$ cat src/rtl/race_pkg.sv
// Shared encodings, widths and scaling constants for the race statistics block.
package race_pkg;

  localparam int unsigned STATE_W    = 2;
  localparam int unsigned WORDS_W    = 7;
  localparam int unsigned CHARS_W    = 10;
  localparam int unsigned ELAPSED_W  = 11;
  localparam int unsigned DIVIDEND_W = 17;
  localparam int unsigned DIVISOR_W  = 11;
  localparam int unsigned WPM_W      = 8;
  localparam int unsigned ACC_W      = 7;
  localparam int unsigned DIV_CYCLES = DIVIDEND_W;

  localparam int unsigned WPM_SCALE = 600;
  localparam int unsigned ACC_SCALE = 100;
  localparam int unsigned WPM_MAX   = 255;
  localparam int unsigned ACC_MAX   = 100;

  typedef enum logic [1:0] {
    GS_SELECT    = 2'd0,
    GS_COUNTDOWN = 2'd1,
    GS_INGAME    = 2'd2,
    GS_FINISH    = 2'd3
  } game_state_e;

  typedef enum logic [1:0] {
    ST_IDLE    = 2'd0,
    ST_DIV_WPM = 2'd1,
    ST_DIV_ACC = 2'd2,
    ST_DONE    = 2'd3
  } stats_state_e;

  // Operand pair handed to the shared divider.
  typedef struct packed {
    logic [DIVIDEND_W-1:0] dividend;
    logic [DIVISOR_W-1:0]  divisor;
  } div_op_t;

  // Clamp a quotient to lim; a zero divisor forces the result to 0.
  function automatic logic [DIVIDEND_W-1:0] sat_quot(input logic [DIVIDEND_W-1:0] q,
                                                     input logic [DIVIDEND_W-1:0] lim,
                                                     input logic              zero_div);
    if (zero_div) return '0;
    return (q > lim) ? lim : q;
  endfunction

endpackage

$ cat src/rtl/seq_divider.sv
// Restoring divider, one quotient bit per cycle MSB first; start overrides any op in flight.
module seq_divider
  import race_pkg::*;
(
  input  logic                  clk_div,
  input  logic                  rst,
  input  logic                  start,
  input  logic [DIVIDEND_W-1:0] dividend,
  input  logic [DIVISOR_W-1:0]  divisor,
  output logic                  done_c,
  output logic [DIVIDEND_W-1:0] quot_c
);

  localparam int unsigned CNT_W = $clog2(DIV_CYCLES + 1);
  localparam int unsigned REM_W = DIVISOR_W + 1;

  logic [DIVISOR_W-1:0]  dvs_q;
  logic [DIVISOR_W-1:0]  rem_q;
  logic [DIVISOR_W-1:0]  rem_d;
  logic [DIVIDEND_W-1:0] quo_q;
  logic [CNT_W-1:0]      cnt_q;
  logic [REM_W-1:0]      trial;
  logic                  fits;

  // Dividend bits shift out of quo_q's MSB while quotient bits shift in at the LSB.
  always_comb begin
    trial  = {rem_q, quo_q[DIVIDEND_W-1]};
    fits   = (trial >= REM_W'(dvs_q));
    rem_d  = fits ? DIVISOR_W'(trial - REM_W'(dvs_q)) : trial[DIVISOR_W-1:0];
    quot_c = {quo_q[DIVIDEND_W-2:0], fits};
    done_c = (cnt_q == CNT_W'(1));
  end

  always_ff @(posedge clk_div or posedge rst) begin
    if (rst) begin
      dvs_q <= '0;
      rem_q <= '0;
      quo_q <= '0;
      cnt_q <= '0;
    end else if (start) begin
      dvs_q <= divisor;
      rem_q <= '0;
      quo_q <= dividend;
      cnt_q <= CNT_W'(DIV_CYCLES);
    end else if (cnt_q != '0) begin
      rem_q <= rem_d;
      quo_q <= quot_c;
      cnt_q <= cnt_q - CNT_W'(1);
    end
  end

endmodule

$ cat src/rtl/race_stats.sv
// Race timekeeping plus periodic/finish WPM and accuracy computation on one shared divider.
module race_stats
  import race_pkg::*;
#(
  parameter int unsigned TICKS_PER_DS = 100,
  parameter int unsigned UPDATE_DS    = 10,
  parameter int unsigned ELAPSED_MAX  = 1800
) (
  input  logic                 clk_div,
  input  logic                 rst,
  input  logic [STATE_W-1:0]   state,
  input  logic [WORDS_W-1:0]   words_ok,
  input  logic [CHARS_W-1:0]   chars_ok,
  input  logic [CHARS_W-1:0]   chars_typed,
  output logic [ELAPSED_W-1:0] elapsed_ds,
  output logic [WPM_W-1:0]     wpm,
  output logic [ACC_W-1:0]     acc,
  output logic                 stats_valid,
  output logic                 busy
);

  localparam int unsigned PRE_W = (TICKS_PER_DS > 1) ? $clog2(TICKS_PER_DS) : 1;
  localparam int unsigned UPD_W = (UPDATE_DS > 1) ? $clog2(UPDATE_DS) : 1;

  game_state_e           gs;
  game_state_e           prev_q;
  stats_state_e          fsm_q;
  stats_state_e          fsm_d;
  logic [PRE_W-1:0]      presc_q;
  logic [UPD_W-1:0]      upd_q;
  logic                  req_tick_q;
  logic                  pending_q;
  logic                  zero_a_q;
  div_op_t               op_a_c;
  div_op_t               op_b_c;
  div_op_t               op_b_q;
  div_op_t               div_op_c;
  logic [DIVIDEND_W-1:0] quot_a_q;
  logic [DIVIDEND_W-1:0] quot_b_q;

  logic                  select_c;
  logic                  ingame_c;
  logic                  wrap_c;
  logic                  sat_c;
  logic                  req_c;
  logic                  launch_c;
  logic                  start_c;
  logic                  latch_a_c;
  logic                  latch_b_c;
  logic                  write_c;
  logic                  pend_set_c;
  logic                  div_done_c;
  logic [DIVIDEND_W-1:0] div_quot_c;

  always_comb begin
    gs       = game_state_e'(state);
    select_c = (gs == GS_SELECT);
    ingame_c = (gs == GS_INGAME);
    wrap_c   = ingame_c && (presc_q == PRE_W'(TICKS_PER_DS - 1));
    sat_c    = (elapsed_ds >= ELAPSED_W'(ELAPSED_MAX));
    req_c    = req_tick_q || ((gs == GS_FINISH) && (prev_q != GS_FINISH));
  end

  // Prescaler and elapsed time; the update counter tracks elapsed_ds modulo UPDATE_DS.
  always_ff @(posedge clk_div or posedge rst) begin
    if (rst) begin
      presc_q    <= '0;
      upd_q      <= '0;
      elapsed_ds <= '0;
      req_tick_q <= 1'b0;
      prev_q     <= GS_SELECT;
    end else begin
      prev_q     <= gs;
      req_tick_q <= 1'b0;
      if (select_c) begin
        presc_q    <= '0;
        upd_q      <= '0;
        elapsed_ds <= '0;
      end else if (ingame_c) begin
        presc_q <= wrap_c ? '0 : presc_q + PRE_W'(1);
        if (wrap_c && !sat_c) begin
          elapsed_ds <= elapsed_ds + ELAPSED_W'(1);
          upd_q      <= (upd_q == UPD_W'(UPDATE_DS - 1)) ? '0 : upd_q + UPD_W'(1);
          req_tick_q <= (upd_q == UPD_W'(UPDATE_DS - 1));
        end
      end
    end
  end

  always_ff @(posedge clk_div or posedge rst) begin
    if (rst) fsm_q <= ST_IDLE;
    else     fsm_q <= fsm_d;
  end

  always_comb begin
    fsm_d = fsm_q;
    if (select_c) begin
      fsm_d = ST_IDLE;
    end else begin
      case (fsm_q)
        ST_IDLE:    if (req_c) fsm_d = ST_DIV_WPM;
        ST_DIV_WPM: if (div_done_c) fsm_d = ST_DIV_ACC;
        ST_DIV_ACC: if (div_done_c) fsm_d = ST_DONE;
        ST_DONE:    fsm_d = (pending_q || req_c) ? ST_DIV_WPM : ST_IDLE;
        default:    fsm_d = ST_IDLE;
      endcase
    end
  end

  // A pending or fresh request relaunches straight from DONE without passing through IDLE.
  always_comb begin
    launch_c   = 1'b0;
    latch_a_c  = 1'b0;
    latch_b_c  = 1'b0;
    write_c    = 1'b0;
    pend_set_c = 1'b0;
    if (!select_c) begin
      case (fsm_q)
        ST_IDLE:    launch_c = req_c;
        ST_DIV_WPM: begin
          latch_a_c  = div_done_c;
          pend_set_c = req_c;
        end
        ST_DIV_ACC: begin
          latch_b_c  = div_done_c;
          pend_set_c = req_c;
        end
        ST_DONE: begin
          write_c  = 1'b1;
          launch_c = pending_q || req_c;
        end
        default: ;
      endcase
    end
    start_c = launch_c || latch_a_c;
  end

  always_comb begin
    op_a_c.dividend = DIVIDEND_W'(words_ok) * DIVIDEND_W'(WPM_SCALE);
    op_a_c.divisor  = DIVISOR_W'(elapsed_ds);
    op_b_c.dividend = DIVIDEND_W'(chars_ok) * DIVIDEND_W'(ACC_SCALE);
    op_b_c.divisor  = DIVISOR_W'(chars_typed);
    div_op_c        = latch_a_c ? op_b_q : op_a_c;
  end

  seq_divider u_div (
    .clk_div  (clk_div),
    .rst      (rst),
    .start    (start_c),
    .dividend (div_op_c.dividend),
    .divisor  (div_op_c.divisor),
    .done_c   (div_done_c),
    .quot_c   (div_quot_c)
  );

  // Snapshots, quotient latches and the result write-back.
  always_ff @(posedge clk_div or posedge rst) begin
    if (rst) begin
      pending_q   <= 1'b0;
      busy        <= 1'b0;
      zero_a_q    <= 1'b0;
      op_b_q      <= '0;
      quot_a_q    <= '0;
      quot_b_q    <= '0;
      wpm         <= '0;
      acc         <= '0;
      stats_valid <= 1'b0;
    end else begin
      busy <= (fsm_d != ST_IDLE);
      if (select_c) begin
        pending_q   <= 1'b0;
        wpm         <= '0;
        acc         <= '0;
        stats_valid <= 1'b0;
      end else begin
        if (launch_c)        pending_q <= 1'b0;
        else if (pend_set_c) pending_q <= 1'b1;
        if (write_c) begin
          wpm <= WPM_W'(sat_quot(quot_a_q, DIVIDEND_W'(WPM_MAX), zero_a_q));
          acc <= ACC_W'(sat_quot(quot_b_q, DIVIDEND_W'(ACC_MAX), op_b_q.divisor == '0));
          stats_valid <= 1'b1;
        end
      end
      if (launch_c) begin
        zero_a_q <= (elapsed_ds == '0);
        op_b_q   <= op_b_c;
      end
      if (latch_a_c) quot_a_q <= div_quot_c;
      if (latch_b_c) quot_b_q <= div_quot_c;
    end
  end

endmodule

$ cat config.mk
export PLATFORM = sky130hd
export DESIGN_NAME = race_stats
export DESIGN_NICKNAME = d
export VERILOG_FILES = /design/src/rtl/race_pkg.sv /design/src/rtl/seq_divider.sv /design/src/rtl/race_stats.sv
export SDC_FILE = /design/constraint.sdc
export NUM_CORES = 1
export LEC_CHECK = 0
export BUFFER_PORTS_ARGS = -buffer_cell sky130_fd_sc_hd__buf_4
export CAP_MARGIN = 25
export CORE_UTILIZATION = 60
export CTS_BUF_LIST = sky130_fd_sc_hd__clkbuf_8
export DETAILED_ROUTE_END_ITERATION = 8
export GPL_ROUTABILITY_DRIVEN = 0
export PLACE_DENSITY = 0.79
export SYNTH_ARGS = -nofsm -noshare
export SYNTH_HDL_FRONTEND = slang
export SYNTH_HIERARCHICAL = 1
export SYNTH_SLANG_ARGS = --single-unit
$ cat constraint.sdc
create_clock -name clk_div -period 3.95 [get_ports clk_div]
set_clock_uncertainty 0.2 [all_clocks]
set_input_delay 0.79 -clock clk_div [delete_from_list [all_inputs] [get_ports clk_div]]
set_output_delay 0.79 -clock clk_div [all_outputs]
set_load 0.005 [all_outputs]
# Word level (Yosys, flattened, before mapping)
# Index checks and enable logic that the tools add are counted.
# classes
reduce_logical,20
shifts,0
div,0
n_eq_ne,9
n_addsub,5
multipliers,2
order_cmp,4
muxes,58
bitwise_logic,0
# op_table
cell,count
two-way mux 11 bit,6
two-way mux 7 bit,8
two-way mux 8 bit,5
two-way mux 17 bit,2
two-way mux 28 bit,1
two-way mux 1 bit,24
logical NOT 11 bit,2
"> comparator 17 x 7 -> 1 bit, second input constant",1
"> comparator 17 x 8 -> 1 bit, second input constant",1
two-way mux 4 bit,4
"multiplier 10 x 5 -> 15 bit, second input constant",1
"multiplier 7 x 7 -> 14 bit, second input constant",1
greater-or-equal comparator 12 x 11 -> 1 bit,1
"adder 11 x 1 -> 11 bit, second input constant",1
"greater-or-equal comparator 11 bit, second input constant",1
subtractor 11 bit,1
two-way mux 5 bit,2
nonzero test 2 bit,5
"equality test 2 bit, second input constant",4
two-way mux 2 bit,4
case mux 2 bit (4 select lines),1
"adder 7 x 1 -> 7 bit, second input constant",1
"equality test 7 bit, second input constant",1
"equality test 5 x 1 -> 1 bit, second input constant",1
other kinds (14),19
# word_totals
wordCells,118
output_inout_bits,28
n_memories,0
mem_bits_rw,0
rom_bits,0
input_bits,31
latchBits,0
reg_bits,149

# Logic depth before layout (Yosys ltp)
# depth
depth_word,8
mapped_depth,14
mapped_depth_nobuf,14

# Hierarchy
# Netlist, hierarchy kept.
# by_module_without_submodules
mod,area_each_um2,cells_each,instances
race_stats,6662.6,715,1
seq_divider,2736.4,296,1

# Worst setup path before layout
# No wires, ideal clock.
# synth_path
path_kind,input -> register
start,input port words_ok[3]
end,register u_div.quo_q[12]
t_arrival_ps,3663
t_required_ps,3674
path_slack_ps,11
path_buffers,0
cell_stages,14
setup_time_ps,76
path_cell_list,ha_1 -> ha_1 -> ha_1 -> inv_1 -> fa_1 -> inv_1 -> ha_1 -> nand3_1 -> nor2_1 -> or4_1 -> o21ba_2 -> o31ai_1 -> nand2_1 -> o21ai_1
# synth_rtl
item,line_no,source
"start, declared",race_stats.sv:12,"input logic [WORDS_W-1:0] words_ok,"
"end signal, assigned",seq_divider.sv:43,quo_q <= dividend;
"end signal, assigned",seq_divider.sv:47,quo_q <= quot_c;
"end, declared",seq_divider.sv:20,logic [DIVIDEND_W-1:0] quo_q;

==> impl_results.md <==
* Hold Crit Class: in2async
* Initial antenna violation count at 0
* Post-cts sizing count at 0
* First-pass GRT wire length at 34100 um
* CORE AREA at 15300 sq um
* Final std cells w/o fill at 1279
* Setup_tns at 0 ps
* Routed Antenna Nets at 0
* # rows at 45
* Clock power frac at 0.202
* Vias at 7408
* Crit path largest cell delay at 510 ps
* Hold buffers post-CTS at 0
* Cell taking the most area after synthesis: dfrtp_1
* Reg clk slew, reported paths at 80 ps
* Final Cycle Share at 0.948
* Status: completed
* Share of the synthesized area in the top cell type at 0.397
* Crit Path Max Fanout at 3
* Gate power share at 0.418
* Worst vdd ir at 354 uV
* Slew headroom at 0.346
* Final Util at 0.682
* Die Wd at 127 um
* DP HPWL at 15100 um
* Postcts setup bufs at 0
* Clock tree root driver cell: clkbuf_8
* DR iter-0 viols at 596
* Synth cell types at 72
* Inst Count DP at 1246
* Area Overhead vs Synth at 10.8%
* Ratio of cells with drive above 1 in the final layout at 0.143
* Area of the multi-input gates at 5140 sq um
* Synth async-reset ratio at 1.00
* Clock Path Buffers at 2
* Endpoints failing setup at 0
* IO Pins at 59
* P_int at 3.71 mW
* Final Power at 6.09 mW
* Area contributors post-synth: dfrtp_1 (40%), ha_1 (12%), nand2_1 (7.6%)
* FF+latch count, synth at 149
* Total track usage at 0.268
* Least-Margin Pin Slew at 982 ps
* Seq/Total Area, Yosys at 0.397
* Congestion Overflow GR at 0
* Largest net degree at the start of global routing at 71
* Critical Path RT at 4130 ps
* Number of synthesized flops with an enable pin at 0
* Synthesized area per cell at 9.30 sq um
* Vias in the first global route at 6819
* Final hold viol count at 0
* CP max-delay cell: or4_1
* CP Capture Type: flop
* Slew Viols, Final at 0
* P_leak at 5.13 nW
* CP startpoint kind: input port
* Crit path kind: in2reg
* Initial core utilization at 0.616
* Final #Nets at 1190
* Cell Pwr Density at 585 nW/um^2
* Die Ht at 127 um
* Crit path cell chain: buf_4, ha_1, ha_1, ha_1, inv_1, fa_1, inv_1, ha_1, nand3_1, nor2_1, or4_1, o21ba_2, o31ai_1, nand2_1, o21ai_1
* Sw Pwr at 2.37 mW
* Post-Syn Area at 9400 sq um
* H-tree depth at 4
* Via density at 5.79
* Fill cell count at 1192
* Syn. warnings at 6
* CTS tree: yes
* DIE AREA at 16200 sq um
* N_diodes at 0
* Final wirelength at 20500 um
* IO buf count at 58
* CP arrival at 3930 ps
* Clock Latency Late Sink at 460 ps
* FF+latch area at 3730 sq um
* Register share of total power at 0.379
* Num CTS Buffers at 17
* CTS Sinks at 149
* Max-cap viol count at 0
* Router iterations before antenna repair at 5
* Net Sw Frac at 0.390
* Most frequent CP cell: ha_1
* RSZ-0062 raised after global routing: no
* Prevailing post-synth register cell: dfrtp_1
* Cells after Synth at 1011
* DRC at 0
* Drt wl/cell at 16.0 um
* Max Freq at 267 MHz
* Period minus WS final at 3750 ps
## layer usage
| metal | routed length, um | global-route usage | up-vias |
|---|---|---|---|
| li1 | - | - | 3607 |
| met1 | 9690 | 0.390 | 3592 |
| met2 | 9560 | 0.415 | 186 |
| met3 | 1020 | 0.0490 | 23 |
| met4 | 233 | 0.0721 | 0 |
| met5 | 0 | 0 | - |
## placed cells by master, fill, tap and decap left out, types with 11 or more instances in the layout
cell type / synthesis / routed
fa_1: 11 / 11
buf_4: 17 / 81
o21ai_0: 65 / 65
ha_1: 93 / 93
dfrtp_1: 149 / 149
nor2_1: 54 / 54
nor3_1: 11 / 11
mux2i_1: 36 / 36
mux2_2: 17 / 17
o21ai_1: 20 / 20
nand4_1: 12 / 12
nand3_1: 20 / 20
a21oi_1: 37 / 37
clkbuf_8: 0 / 20
inv_1: 58 / 56
nand2_1: 190 / 189
## cells by family (layout without fill, tap and decap cells)
| kind of cell | count (synthesis) | count (layout) | share of synthesized area |
|---|---|---|---|
| simple gates | 357 | 357 | 0.174 |
| compound gates | 211 | 211 | 0.147 |
| flops | 149 | 149 | 0.397 |
| buf+inv | 117 | 173 | 0.0572 |
| fa+ha+maj | 104 | 104 | 0.147 |
| mux | 55 | 55 | 0.0615 |
| xor+xnor | 17 | 17 | 0.0158 |
| other cells | 1 | 2 | 0.000399 |
## worst paths after layout
check	start	depth (start not counted)	slack [ps]	to
min in group clk_div	upd_q[3]	1	270	upd_q[3]
hold / removal	rst	2	120	u_div/rem_q[9]
setup reg to reg	u_div/quo_q[16]	10	730	u_div/rem_q[0]
setup / recovery	words_ok[3]	15	200	u_div/quo_q[12]
max in group asynchronous	rst	3	2430	quot_a_q[5]
hold reg to reg	upd_q[3]	1	270	upd_q[3]
## power groups by stage
stage / clock [mW] / combinational, mW / sequential [mW]
final: 1.23 / 2.54 / 2.31
after global placement: 0 / 2.41 / 2.31
after detailed placement: 0 / 2.51 / 2.33
after floorplan: 0 / 2.18 / 2.18
after CTS: 1.25 / 2.52 / 2.30
after global routing: 1.32 / 2.87 / 2.36
## cell usage after synthesis, types with 5 or more instances
master / count
buf_2: 10
xor2_1: 10
inv_1: 58
nand2_1: 190
a21o_1: 5
xnor2_1: 7
a31oi_1: 6
o21ai_0: 65
o31ai_1: 10
buf_4: 17
nor2_1: 54
nand2b_1: 8
fa_1: 11
a22o_1: 6
nand3b_1: 5
and2_1: 5
dfrtp_1: 149
nor4_1: 9
clkbuf_1: 26
o21ai_1: 20
or3_1: 8
nor2b_1: 7
ha_1: 93
o21a_1: 9
a211oi_1: 10
mux2i_1: 36
nor3_1: 11
a21oi_1: 37
nand4_1: 12
nand3_1: 20
mux2_2: 17
and3_1: 9
## final cells by class
type	instances	share of cell area
well taps	211	0.0254
flip-flops and latches	149	0.358
inverters	59	0.0215
clock inverters	12	0.0137
clock buffers	20	0.0264
repair buffers	82	0.0611
multi-input cells	746	0.494
## worst max-delay path, delay by kind of cell
family | cells | cell delay [ps]
buffers and inverters | 3 | 210
AND/OR/NAND/NOR | 4 | 760
AO/OA/AOI/OAI | 3 | 500
adder cells (fa/ha/maj) | 5 | 1680
## stage by stage
step / hold WS (ps) / worst slack [ps] / instance area [sq um]
2_1_floorplan: 237 / 10.8 / 9400
3_3_place_gp: 251 / -200 / 9960
3_5_place_dp: 259 / -266 / 9960
4_1_cts: 104 / 240 / 10400
5_1_grt: 132 / 77.2 / 10400
6_report: 118 / 205 / 10400
## registers in the layout, summed over array words and instances, names as in the netlist, 2 cells and up
name,count
op_b_q,25
quot_a_q,17
quot_b_q,17
elapsed_ds,11
presc_q,7
fsm_q,2
u_div/cnt_q,5
prev_q,2
u_div/dvs_q,11
u_div/rem_q,11
acc,7
upd_q,4
wpm,8
u_div/quo_q,17
Power figures use the tool's default switching activity.
